===== src/rtl/id_ex_pipe_if.sv =====
// rtl/id_ex_pipe_if.sv - ID/EX pipeline register bus: decode-side inputs, execute-side outputs
interface id_ex_pipe_if #(
   parameter int DATA_WIDTH = 32,
   parameter int ADDR_WIDTH = 5,
   parameter int OP_WIDTH   = 8,
   parameter int CNT_WIDTH  = 16
);
   logic                  flush_i;
   logic                  ex_stall_i;
   logic                  fwd_stall_i;
   logic                  id_valid_i;
   logic [DATA_WIDTH-1:0] id_pc_i;
   logic [OP_WIDTH-1:0]   id_op_i;
   logic [DATA_WIDTH-1:0] id_rs_data_i;
   logic [DATA_WIDTH-1:0] id_rt_data_i;
   logic [DATA_WIDTH-1:0] id_imm_i;
   logic [ADDR_WIDTH-1:0] id_waddr_i;
   logic                  id_we_i;
   logic                  id_mem_read_i;
   logic                  id_mem_write_i;
   logic                  cnt_clear_i;
   logic                  id_stall_o;
   logic                  ex_valid_o;
   logic                  ex_bubble_o;
   logic [DATA_WIDTH-1:0] ex_pc_o;
   logic [OP_WIDTH-1:0]   ex_op_o;
   logic [DATA_WIDTH-1:0] ex_rs_data_o;
   logic [DATA_WIDTH-1:0] ex_rt_data_o;
   logic [DATA_WIDTH-1:0] ex_imm_o;
   logic [ADDR_WIDTH-1:0] ex_waddr_o;
   logic                  ex_we_o;
   logic                  ex_mem_read_o;
   logic                  ex_mem_write_o;
   logic [CNT_WIDTH-1:0]  bubble_cnt_o;

   // Decode/control side drives the pipe.
   modport master (
      output flush_i, ex_stall_i, fwd_stall_i, id_valid_i, id_pc_i, id_op_i,
             id_rs_data_i, id_rt_data_i, id_imm_i, id_waddr_i, id_we_i,
             id_mem_read_i, id_mem_write_i, cnt_clear_i,
      input  id_stall_o, ex_valid_o, ex_bubble_o, ex_pc_o, ex_op_o, ex_rs_data_o,
             ex_rt_data_o, ex_imm_o, ex_waddr_o, ex_we_o, ex_mem_read_o,
             ex_mem_write_o, bubble_cnt_o
   );

   // The pipeline register itself.
   modport slave (
      input  flush_i, ex_stall_i, fwd_stall_i, id_valid_i, id_pc_i, id_op_i,
             id_rs_data_i, id_rt_data_i, id_imm_i, id_waddr_i, id_we_i,
             id_mem_read_i, id_mem_write_i, cnt_clear_i,
      output id_stall_o, ex_valid_o, ex_bubble_o, ex_pc_o, ex_op_o, ex_rs_data_o,
             ex_rt_data_o, ex_imm_o, ex_waddr_o, ex_we_o, ex_mem_read_o,
             ex_mem_write_o, bubble_cnt_o
   );
endinterface


===== src/rtl/id_ex_pipe.sv =====
// rtl/id_ex_pipe.sv - ID/EX pipeline register with load-use bubble, hold, flush and bubble counter
module id_ex_pipe #(
   parameter int DATA_WIDTH = 32,
   parameter int ADDR_WIDTH = 5,
   parameter int OP_WIDTH   = 8,
   parameter int CNT_WIDTH  = 16
) (
   input logic         clk,
   input logic         rst_n,
   id_ex_pipe_if.slave bus
);
   logic                  ex_valid_q,  ex_valid_d;
   logic                  ex_bubble_q, ex_bubble_d;
   logic [DATA_WIDTH-1:0] ex_pc_q,     ex_pc_d;
   logic [OP_WIDTH-1:0]   ex_op_q,     ex_op_d;
   logic [DATA_WIDTH-1:0] ex_rs_q,     ex_rs_d;
   logic [DATA_WIDTH-1:0] ex_rt_q,     ex_rt_d;
   logic [DATA_WIDTH-1:0] ex_imm_q,    ex_imm_d;
   logic [ADDR_WIDTH-1:0] ex_waddr_q,  ex_waddr_d;
   logic                  ex_we_q,     ex_we_d;
   logic                  ex_mrd_q,    ex_mrd_d;
   logic                  ex_mwr_q,    ex_mwr_d;
   logic [CNT_WIDTH-1:0]  cnt_q,       cnt_d;

   logic take_bubble;
   logic hold;

   // Flush outranks hold, hold outranks the load-use bubble; an invalid slot never bubbles.
   assign hold        = ~bus.flush_i & bus.ex_stall_i;
   assign take_bubble = ~bus.flush_i & ~bus.ex_stall_i & bus.fwd_stall_i & bus.id_valid_i;

   // IF/ID is held while EX holds or while a bubble is inserted, never during a flush.
   assign bus.id_stall_o = ~bus.flush_i & (bus.ex_stall_i | (bus.fwd_stall_i & bus.id_valid_i));

   // Next EX contents: data fields are kept on flush/bubble so only control bits toggle.
   always_comb begin
      ex_valid_d  = ex_valid_q;
      ex_bubble_d = ex_bubble_q;
      ex_pc_d     = ex_pc_q;
      ex_op_d     = ex_op_q;
      ex_rs_d     = ex_rs_q;
      ex_rt_d     = ex_rt_q;
      ex_imm_d    = ex_imm_q;
      ex_waddr_d  = ex_waddr_q;
      ex_we_d     = ex_we_q;
      ex_mrd_d    = ex_mrd_q;
      ex_mwr_d    = ex_mwr_q;
      if (bus.flush_i || take_bubble) begin
         ex_valid_d  = 1'b0;
         ex_bubble_d = take_bubble;
         ex_we_d     = 1'b0;
         ex_mrd_d    = 1'b0;
         ex_mwr_d    = 1'b0;
      end else if (!hold) begin
         ex_valid_d  = bus.id_valid_i;
         ex_bubble_d = 1'b0;
         ex_pc_d     = bus.id_pc_i;
         ex_op_d     = bus.id_op_i;
         ex_rs_d     = bus.id_rs_data_i;
         ex_rt_d     = bus.id_rt_data_i;
         ex_imm_d    = bus.id_imm_i;
         ex_waddr_d  = bus.id_waddr_i;
         ex_we_d     = bus.id_we_i & bus.id_valid_i;
         ex_mrd_d    = bus.id_mem_read_i & bus.id_valid_i;
         ex_mwr_d    = bus.id_mem_write_i & bus.id_valid_i;
      end
   end

   // Bubble counter: clear wins over increment, and it sticks at all-ones.
   always_comb begin
      cnt_d = cnt_q;
      if (bus.cnt_clear_i) begin
         cnt_d = '0;
      end else if (take_bubble && (cnt_q != {CNT_WIDTH{1'b1}})) begin
         cnt_d = cnt_q + 1'b1;
      end
   end

   // EX register bank and counter state.
   always_ff @(posedge clk or negedge rst_n) begin
      if (!rst_n) begin
         ex_valid_q  <= 1'b0;
         ex_bubble_q <= 1'b0;
         ex_pc_q     <= '0;
         ex_op_q     <= '0;
         ex_rs_q     <= '0;
         ex_rt_q     <= '0;
         ex_imm_q    <= '0;
         ex_waddr_q  <= '0;
         ex_we_q     <= 1'b0;
         ex_mrd_q    <= 1'b0;
         ex_mwr_q    <= 1'b0;
         cnt_q       <= '0;
      end else begin
         ex_valid_q  <= ex_valid_d;
         ex_bubble_q <= ex_bubble_d;
         ex_pc_q     <= ex_pc_d;
         ex_op_q     <= ex_op_d;
         ex_rs_q     <= ex_rs_d;
         ex_rt_q     <= ex_rt_d;
         ex_imm_q    <= ex_imm_d;
         ex_waddr_q  <= ex_waddr_d;
         ex_we_q     <= ex_we_d;
         ex_mrd_q    <= ex_mrd_d;
         ex_mwr_q    <= ex_mwr_d;
         cnt_q       <= cnt_d;
      end
   end

   assign bus.ex_valid_o     = ex_valid_q;
   assign bus.ex_bubble_o    = ex_bubble_q;
   assign bus.ex_pc_o        = ex_pc_q;
   assign bus.ex_op_o        = ex_op_q;
   assign bus.ex_rs_data_o   = ex_rs_q;
   assign bus.ex_rt_data_o   = ex_rt_q;
   assign bus.ex_imm_o       = ex_imm_q;
   assign bus.ex_waddr_o     = ex_waddr_q;
   assign bus.ex_we_o        = ex_we_q;
   assign bus.ex_mem_read_o  = ex_mrd_q;
   assign bus.ex_mem_write_o = ex_mwr_q;
   assign bus.bubble_cnt_o   = cnt_q;
endmodule


===== src/flat_wrapper.sv =====
// flat-port wrapper written by rule: the top's interface ports become plain ports
module id_ex_pipe_flat 
#(
   parameter int DATA_WIDTH = 32,
   parameter int ADDR_WIDTH = 5,
   parameter int OP_WIDTH   = 8,
   parameter int CNT_WIDTH  = 16
)
  (clk, rst_n, bus_flush_i, bus_ex_stall_i, bus_fwd_stall_i, bus_id_valid_i, bus_id_pc_i, bus_id_op_i, bus_id_rs_data_i, bus_id_rt_data_i, bus_id_imm_i, bus_id_waddr_i, bus_id_we_i, bus_id_mem_read_i, bus_id_mem_write_i, bus_cnt_clear_i, bus_id_stall_o, bus_ex_valid_o, bus_ex_bubble_o, bus_ex_pc_o, bus_ex_op_o, bus_ex_rs_data_o, bus_ex_rt_data_o, bus_ex_imm_o, bus_ex_waddr_o, bus_ex_we_o, bus_ex_mem_read_o, bus_ex_mem_write_o, bus_bubble_cnt_o);
  id_ex_pipe_if #(.DATA_WIDTH(DATA_WIDTH), .ADDR_WIDTH(ADDR_WIDTH), .OP_WIDTH(OP_WIDTH), .CNT_WIDTH(CNT_WIDTH)) bus_i ();
  input logic clk;
  input logic rst_n;
  input wire logic [$bits(bus_i.flush_i)-1:0] bus_flush_i;
  input wire logic [$bits(bus_i.ex_stall_i)-1:0] bus_ex_stall_i;
  input wire logic [$bits(bus_i.fwd_stall_i)-1:0] bus_fwd_stall_i;
  input wire logic [$bits(bus_i.id_valid_i)-1:0] bus_id_valid_i;
  input wire logic [$bits(bus_i.id_pc_i)-1:0] bus_id_pc_i;
  input wire logic [$bits(bus_i.id_op_i)-1:0] bus_id_op_i;
  input wire logic [$bits(bus_i.id_rs_data_i)-1:0] bus_id_rs_data_i;
  input wire logic [$bits(bus_i.id_rt_data_i)-1:0] bus_id_rt_data_i;
  input wire logic [$bits(bus_i.id_imm_i)-1:0] bus_id_imm_i;
  input wire logic [$bits(bus_i.id_waddr_i)-1:0] bus_id_waddr_i;
  input wire logic [$bits(bus_i.id_we_i)-1:0] bus_id_we_i;
  input wire logic [$bits(bus_i.id_mem_read_i)-1:0] bus_id_mem_read_i;
  input wire logic [$bits(bus_i.id_mem_write_i)-1:0] bus_id_mem_write_i;
  input wire logic [$bits(bus_i.cnt_clear_i)-1:0] bus_cnt_clear_i;
  output wire logic [$bits(bus_i.id_stall_o)-1:0] bus_id_stall_o;
  output wire logic [$bits(bus_i.ex_valid_o)-1:0] bus_ex_valid_o;
  output wire logic [$bits(bus_i.ex_bubble_o)-1:0] bus_ex_bubble_o;
  output wire logic [$bits(bus_i.ex_pc_o)-1:0] bus_ex_pc_o;
  output wire logic [$bits(bus_i.ex_op_o)-1:0] bus_ex_op_o;
  output wire logic [$bits(bus_i.ex_rs_data_o)-1:0] bus_ex_rs_data_o;
  output wire logic [$bits(bus_i.ex_rt_data_o)-1:0] bus_ex_rt_data_o;
  output wire logic [$bits(bus_i.ex_imm_o)-1:0] bus_ex_imm_o;
  output wire logic [$bits(bus_i.ex_waddr_o)-1:0] bus_ex_waddr_o;
  output wire logic [$bits(bus_i.ex_we_o)-1:0] bus_ex_we_o;
  output wire logic [$bits(bus_i.ex_mem_read_o)-1:0] bus_ex_mem_read_o;
  output wire logic [$bits(bus_i.ex_mem_write_o)-1:0] bus_ex_mem_write_o;
  output wire logic [$bits(bus_i.bubble_cnt_o)-1:0] bus_bubble_cnt_o;
  assign bus_i.flush_i = bus_flush_i;
  assign bus_i.ex_stall_i = bus_ex_stall_i;
  assign bus_i.fwd_stall_i = bus_fwd_stall_i;
  assign bus_i.id_valid_i = bus_id_valid_i;
  assign bus_i.id_pc_i = bus_id_pc_i;
  assign bus_i.id_op_i = bus_id_op_i;
  assign bus_i.id_rs_data_i = bus_id_rs_data_i;
  assign bus_i.id_rt_data_i = bus_id_rt_data_i;
  assign bus_i.id_imm_i = bus_id_imm_i;
  assign bus_i.id_waddr_i = bus_id_waddr_i;
  assign bus_i.id_we_i = bus_id_we_i;
  assign bus_i.id_mem_read_i = bus_id_mem_read_i;
  assign bus_i.id_mem_write_i = bus_id_mem_write_i;
  assign bus_i.cnt_clear_i = bus_cnt_clear_i;
  assign bus_id_stall_o = bus_i.id_stall_o;
  assign bus_ex_valid_o = bus_i.ex_valid_o;
  assign bus_ex_bubble_o = bus_i.ex_bubble_o;
  assign bus_ex_pc_o = bus_i.ex_pc_o;
  assign bus_ex_op_o = bus_i.ex_op_o;
  assign bus_ex_rs_data_o = bus_i.ex_rs_data_o;
  assign bus_ex_rt_data_o = bus_i.ex_rt_data_o;
  assign bus_ex_imm_o = bus_i.ex_imm_o;
  assign bus_ex_waddr_o = bus_i.ex_waddr_o;
  assign bus_ex_we_o = bus_i.ex_we_o;
  assign bus_ex_mem_read_o = bus_i.ex_mem_read_o;
  assign bus_ex_mem_write_o = bus_i.ex_mem_write_o;
  assign bus_bubble_cnt_o = bus_i.bubble_cnt_o;
  id_ex_pipe #(.DATA_WIDTH(DATA_WIDTH), .ADDR_WIDTH(ADDR_WIDTH), .OP_WIDTH(OP_WIDTH), .CNT_WIDTH(CNT_WIDTH)) u_core (.clk(clk), .rst_n(rst_n), .bus(bus_i));
endmodule

===== config.mk =====
export PLATFORM = sky130hd
export DESIGN_NAME = id_ex_pipe_flat
export DESIGN_NICKNAME = d
export VERILOG_FILES = /design/src/rtl/id_ex_pipe_if.sv /design/src/rtl/id_ex_pipe.sv /design/src/flat_wrapper.sv
export SDC_FILE = /design/constraint.sdc
export NUM_CORES = 1
export LEC_CHECK = 0
export CORE_MARGIN = 3
export CORE_UTILIZATION = 40
export CTS_CLUSTER_DIAMETER = 100
export DETAILED_ROUTE_END_ITERATION = 10
export GPL_TIMING_DRIVEN = 0
export MAX_ROUTING_LAYER = met4
export PLACE_DENSITY_LB_ADDON = 0.3
export SLEW_MARGIN = 10
export SYNTH_ARGS = -nofsm -noshare
export SYNTH_HDL_FRONTEND = slang
export SYNTH_SLANG_ARGS = --single-unit

===== constraint.sdc =====
create_clock -name clk -period 4.81 [get_ports clk]
set_input_delay 0.962 -clock clk [delete_from_list [all_inputs] [get_ports clk]]
set_output_delay 0.962 -clock clk [all_outputs]
set_load 0.1 [all_outputs]

Word-level counts from Yosys, hierarchy flattened

Index checks and enable logic that the tools add are counted.

Memories: 0
Bits in latches: 0
Memory bits (writable): 0
Logic and storage cells: 45
Bits of input ports: 151
Output and inout bits: 163
Memory bits (read-only): 0
Register bits: 162

Bitwise operators: 14
$mul: 0
Equal/unequal tests: 2
Reductions and logical operators: 4
Order comparisons: 0
Add/sub/neg operators: 1
Div/mod/pow operators: 0
Multiplexer cells: 12
Shifts and indexed selects: 0

Operators with widths:

| kind                                                             | number |
|---|---|
| 16-bit two-way mux                                               | 2 |
| 16-bit by 1-bit adder with 16-bit output (second input constant) | 1 |
| 16-bit inequality test (second input constant)                   | 1 |
| 1-bit two-way mux                                                | 10 |
| 1-bit AND                                                        | 9 |
| 1-bit NOT                                                        | 4 |
| 2-bit inequality test (second input constant)                    | 1 |
| 2-bit AND reduction                                              | 1 |
| 2-bit nonzero test                                               | 1 |
| 1-bit logical AND                                                | 1 |
| 1-bit logical OR                                                 | 1 |
| 1-bit bitwise OR                                                 | 1 |

Longest topological paths before layout

Word-level depth: 7
Mapped depth: 7
Gate-level depth less buffers: 5

Least setup slack after synthesis

No wires, ideal clock.

Path kind: input port to output port
Start: in bus_ex_stall_i
End: out bus_id_stall_o
Arrival time: 2,365 ps
Setup slack: 1,483 ps
Stages on the path: 3
Cell sequence: buf_6 -> a21oi_1 -> nor2_1

Word-level cells in the longest chain between the ends: 2

Ends and longest elaborated chain:

| item               | RTL line           | source |
|---|---|---|
| start: declaration | flat_wrapper.sv:14 | `input wire logic [$bits(bus_i.ex_stall_i)-1:0] bus_ex_stall_i;` |
| 1-bit bitwise OR   | id_ex_pipe.sv:33   | `assign bus.id_stall_o = ~bus.flush_i & (bus.ex_stall_i \| (bus.fwd_stall_i & bus.id_valid_i));` |
| 1-bit AND          | id_ex_pipe.sv:33   |  |
| end: declaration   | flat_wrapper.sv:27 | `output wire logic [$bits(bus_i.id_stall_o)-1:0] bus_id_stall_o;` |

Every way passes these cells.

Worst setup path in the final report

Ends and elaborated chain as after synthesis.

==> reports/results.tsv <==
stage	metric	value	unit
outcome	run status	finished, final reports clean	
worst_setup_path	Top Family by Delay on Critical Path	buffers and inverters	
layout	Final Net Count	909	
pwr	Seq pwr share	30.2	%
synth	most common cell in the netlist	dfrtp_1	
synth	Avg Inst Size Synth	15.2	sq um
die	Rows	45	
layout	Final Non-Filler Cells	982	
synth	Async S/R FF share, synth	100	%
layout	final instance area	10500	sq um
die	DIE HEIGHT	133	um
sta	Clock Skew	6.14	ps
sta	fmax	260	MHz
worst_setup_path	Worst Setup End Kind	primary output	
sta	Pins Over Slew Limit	0	
pwr	VDD IR max	0.270	mV
die	Die W	133	um
synth	synthesized flop and latch total	162	
sta	fin crit share	80.1	%
job	number of max-cap violations	0	
synth	register area share after synthesis	62.6	%
clock_tree	PostCTS Resize Cnt	0	
sta	min cycle time layout	3850	ps
worst_setup_path	CP Buf/Inv Count	3	
clock_tree	clock sink total	162	
place	Setup WS pre-CTS	964	ps
place	dpl cell area	9890	sq um
route	first-pass detailed-route iteration total	4	
place	Port Buf Inserts	311	
clock_tree	CTS tree	built	
worst_setup_path	CP Data Required Time	3850	ps
synth	cells after synthesis	426	
route	drt wl/cell	19.1	um
die	Ports	314	
hold_path	Hold WC Path Type	input port to async pin	
sta	Slew @ Worst Pin	1040	ps
die	core box area	15500	sq um
clock_tree	clock slew at reported path FFs	60	ps
clock_tree	total CTS buffers	17	
pwr	Int Pwr	3070	uW
clock_tree	clock buffer depth	2	
sta	RSZ-0062 raised after global routing	false	
worst_setup_path	WS Path Type	input port to primary output	
global_routing	largest net degree at the start of global routing	119	
layout	post-layout util	67.6	%
sta	total negative slack	0	ps
worst_setup_path	R2R depth	7	
sta	endpoints failing setup	0	
global_routing	GRT Residual Overflow	0	
route	met3 WL post-DR	1.16	mm
global_routing	GRT Util Overall	22.0	%
place	detailed placement HPWL	14.5	mm
sta	post-route worst setup slack	959	ps
pwr	leak pwr	0.00429	uW
worst_setup_path	flop-to-flop setup slack	2920	ps
synth	Commonest cells post-synth	dfrtp_1, mux2_2, a21oi_1, mux2_1, nand2_1	
route	wl on met1	7.09	mm
pwr	Switching Share	45.1	%
worst_setup_path	arrival time worst endpoint	2890	ps
worst_setup_path	CP Max Fanout	10	
layout	area growth from synthesis to layout	62.2	%
pwr	power per cell area	532	nW/um^2
synth	synthesized cell area	6480	sq um
worst_setup_path	crit path launch type	input port	
layout	Fillers	1165	
pwr	Clk pwr share	25.1	%
synth	cell taking the most area after synthesis	dfrtp_1	
clock_tree	CTS H-Tree Depth	4	
global_routing	vias in the first global route	5304	
route	Vias/cell	4.87	
worst_setup_path	slowest cell delay on critical path	1150	ps
global_routing	initial antenna violation count	1	
clock_tree	Post CTS Setup Buffer Count	0	
worst_setup_path	CP Cell Sequence	clkdlybuf4s50_1, buf_6, a21oi_1, nor2_1, clkdlybuf4s50_1	
clock_tree	root buffer cell	clkbuf_16	
global_routing	global-route wire length before repair	29.6	mm
worst_setup_path	worst r2r dst	u_core.bus.bubble_cnt_o[1]	
route	wire length on met2	10.1	mm
synth	Synth area leaders	dfrtp_1, mux2_2, mux2_1	
route	drt initial violations	203	
synth	main flop type after synthesis	dfrtp_1	
pwr	NetSw	2520	uW
pwr	Comb pwr share	44.7	%
clock_tree	worst skew pair latency	410	ps
synth	Distinct cells, synth	38	
route	Max Used Layer	met4	
synth	Syn Nets	578	
sta	Max-slew headroom	30.4	%
die	initial core utilization	41.7	%
place	Placer Congestion	0.816	
synth	post-synth top area share	62.6	%
worst_setup_path	Reg-to-Reg Start	u_core.bus.bubble_cnt_o[0]	
clock_tree	Hold Buf Count CTS	0	
route	antenna-violating nets left	0	
place	placed cells	949	
route	total wire length	18.8	mm
route	Post-route DRC	0	
worst_setup_path	CP max-delay cell	clkdlybuf4s50_1	
die	die area	17800	sq um
sta	Fin. Hold Viols	0	
synth	Synth Warn #	0	
layout	share of layout cells above drive strength 1	25.3	%
synth	Post-synth EDFFs	0	
worst_setup_path	CP most frequent cell	clkdlybuf4s50_1	
route	Vias	4779	
[cell usage in the layout, fill, tap and decap left out, types with 4 or more instances in the layout]
| master | netlist | layout |
|---|---|---|
| clkinv_2 | 0 | 4 |
| mux2_1 | 12 | 12 |
| clkbuf_16 | 0 | 17 |
| or4_1 | 8 | 8 |
| mux2_2 | 130 | 130 |
| o31ai_1 | 8 | 8 |
| nand3_1 | 8 | 8 |
| nand2_1 | 11 | 11 |
| clkdlybuf4s50_1 | 0 | 310 |
| dfrtp_1 | 162 | 162 |
| buf_4 | 10 | 10 |
| clkbuf_8 | 1 | 4 |
| nor2_1 | 5 | 5 |
| a21oi_1 | 16 | 16 |
| o21ai_0 | 4 | 4 |
| buf_2 | 8 | 8 |
[area by class of cell]
class | instances | area (sq um) | share of cell area [%]
well taps | 211 | 264 | 2.51
flip-flops and latches | 162 | 4050 | 38.6
repair buffers | 312 | 3150 | 29.9
multi-input cells | 238 | 2220 | 21.2
diodes | 1 | 2.50 | 0.0238
clock buffers | 20 | 467 | 4.44
clock inverters | 12 | 153 | 1.45
plain buffers | 26 | 200 | 1.90
[cell families after synthesis]
family / Yosys count / share of synthesized area (%)
DFF: 162 / 62.6
muxes: 144 / 25.0
and+or+nand+nor: 60 / 5.99
AOI/OAI and AO/OA: 32 / 3.03
buffers and inverters: 26 / 3.09
xor gates and xnor gates: 1 / 0.135
adders and majority gates: 1 / 0.193
[sequential cells by signal (all words and copies together) (netlist names)]
signal                     cells
u_core.bus.bubble_cnt_o       16
u_core.bus.ex_bubble_o         1
u_core.bus.ex_mem_write_o      1
u_core.bus.ex_imm_o           32
u_core.bus.ex_we_o             1
u_core.bus.ex_valid_o          1
u_core.bus.ex_waddr_o          5
u_core.bus.ex_rs_data_o       32
u_core.bus.ex_mem_read_o       1
u_core.bus.ex_op_o             8
u_core.bus.ex_pc_o            32
u_core.bus.ex_rt_data_o       32
[worst max-delay path by stage]
| stage | endpoint | slack, ps | startpoint | cells after the start |
|---|---|---|---|---|
| after floorplan | bus_id_stall_o | 1480 | bus_ex_stall_i | 3 |
| after global placement | u_core.bus.ex_rs_data_o[18] | -3450 | rst_n | 1 |
| after detailed placement | bus_id_stall_o | 960 | bus_ex_stall_i | 5 |
| after CTS | bus_id_stall_o | 960 | bus_ex_stall_i | 5 |
| after global routing | bus_id_stall_o | 880 | bus_ex_stall_i | 5 |
| final | bus_id_stall_o | 960 | bus_ex_stall_i | 5 |
[per-layer routing]
layer,global-route usage [%],up-vias
li1,-,2205
met1,24.0,2342
met2,39.3,199
met3,5.25,33
met4,7.60,0
met5,-,-
[power by group through the flow]
stage	logic [uW]	registers [uW]	clock network, uW
2_1_floorplan	242	3280	0
3_3_place_gp	2490	1700	0
3_5_place_dp	2510	1710	0
4_1_cts	2520	1690	1430
5_1_grt	2560	1720	1490
6_report	2500	1690	1400
[per-stage QoR]
step	hold WS, ps	power, uW
finish	440	5590
global route	441	5770
CTS	430	5640
detailed placement	477	4230
global placement	471	4180
floorplan	666	3520
Note: power is estimated with default switching activity, not from simulation.
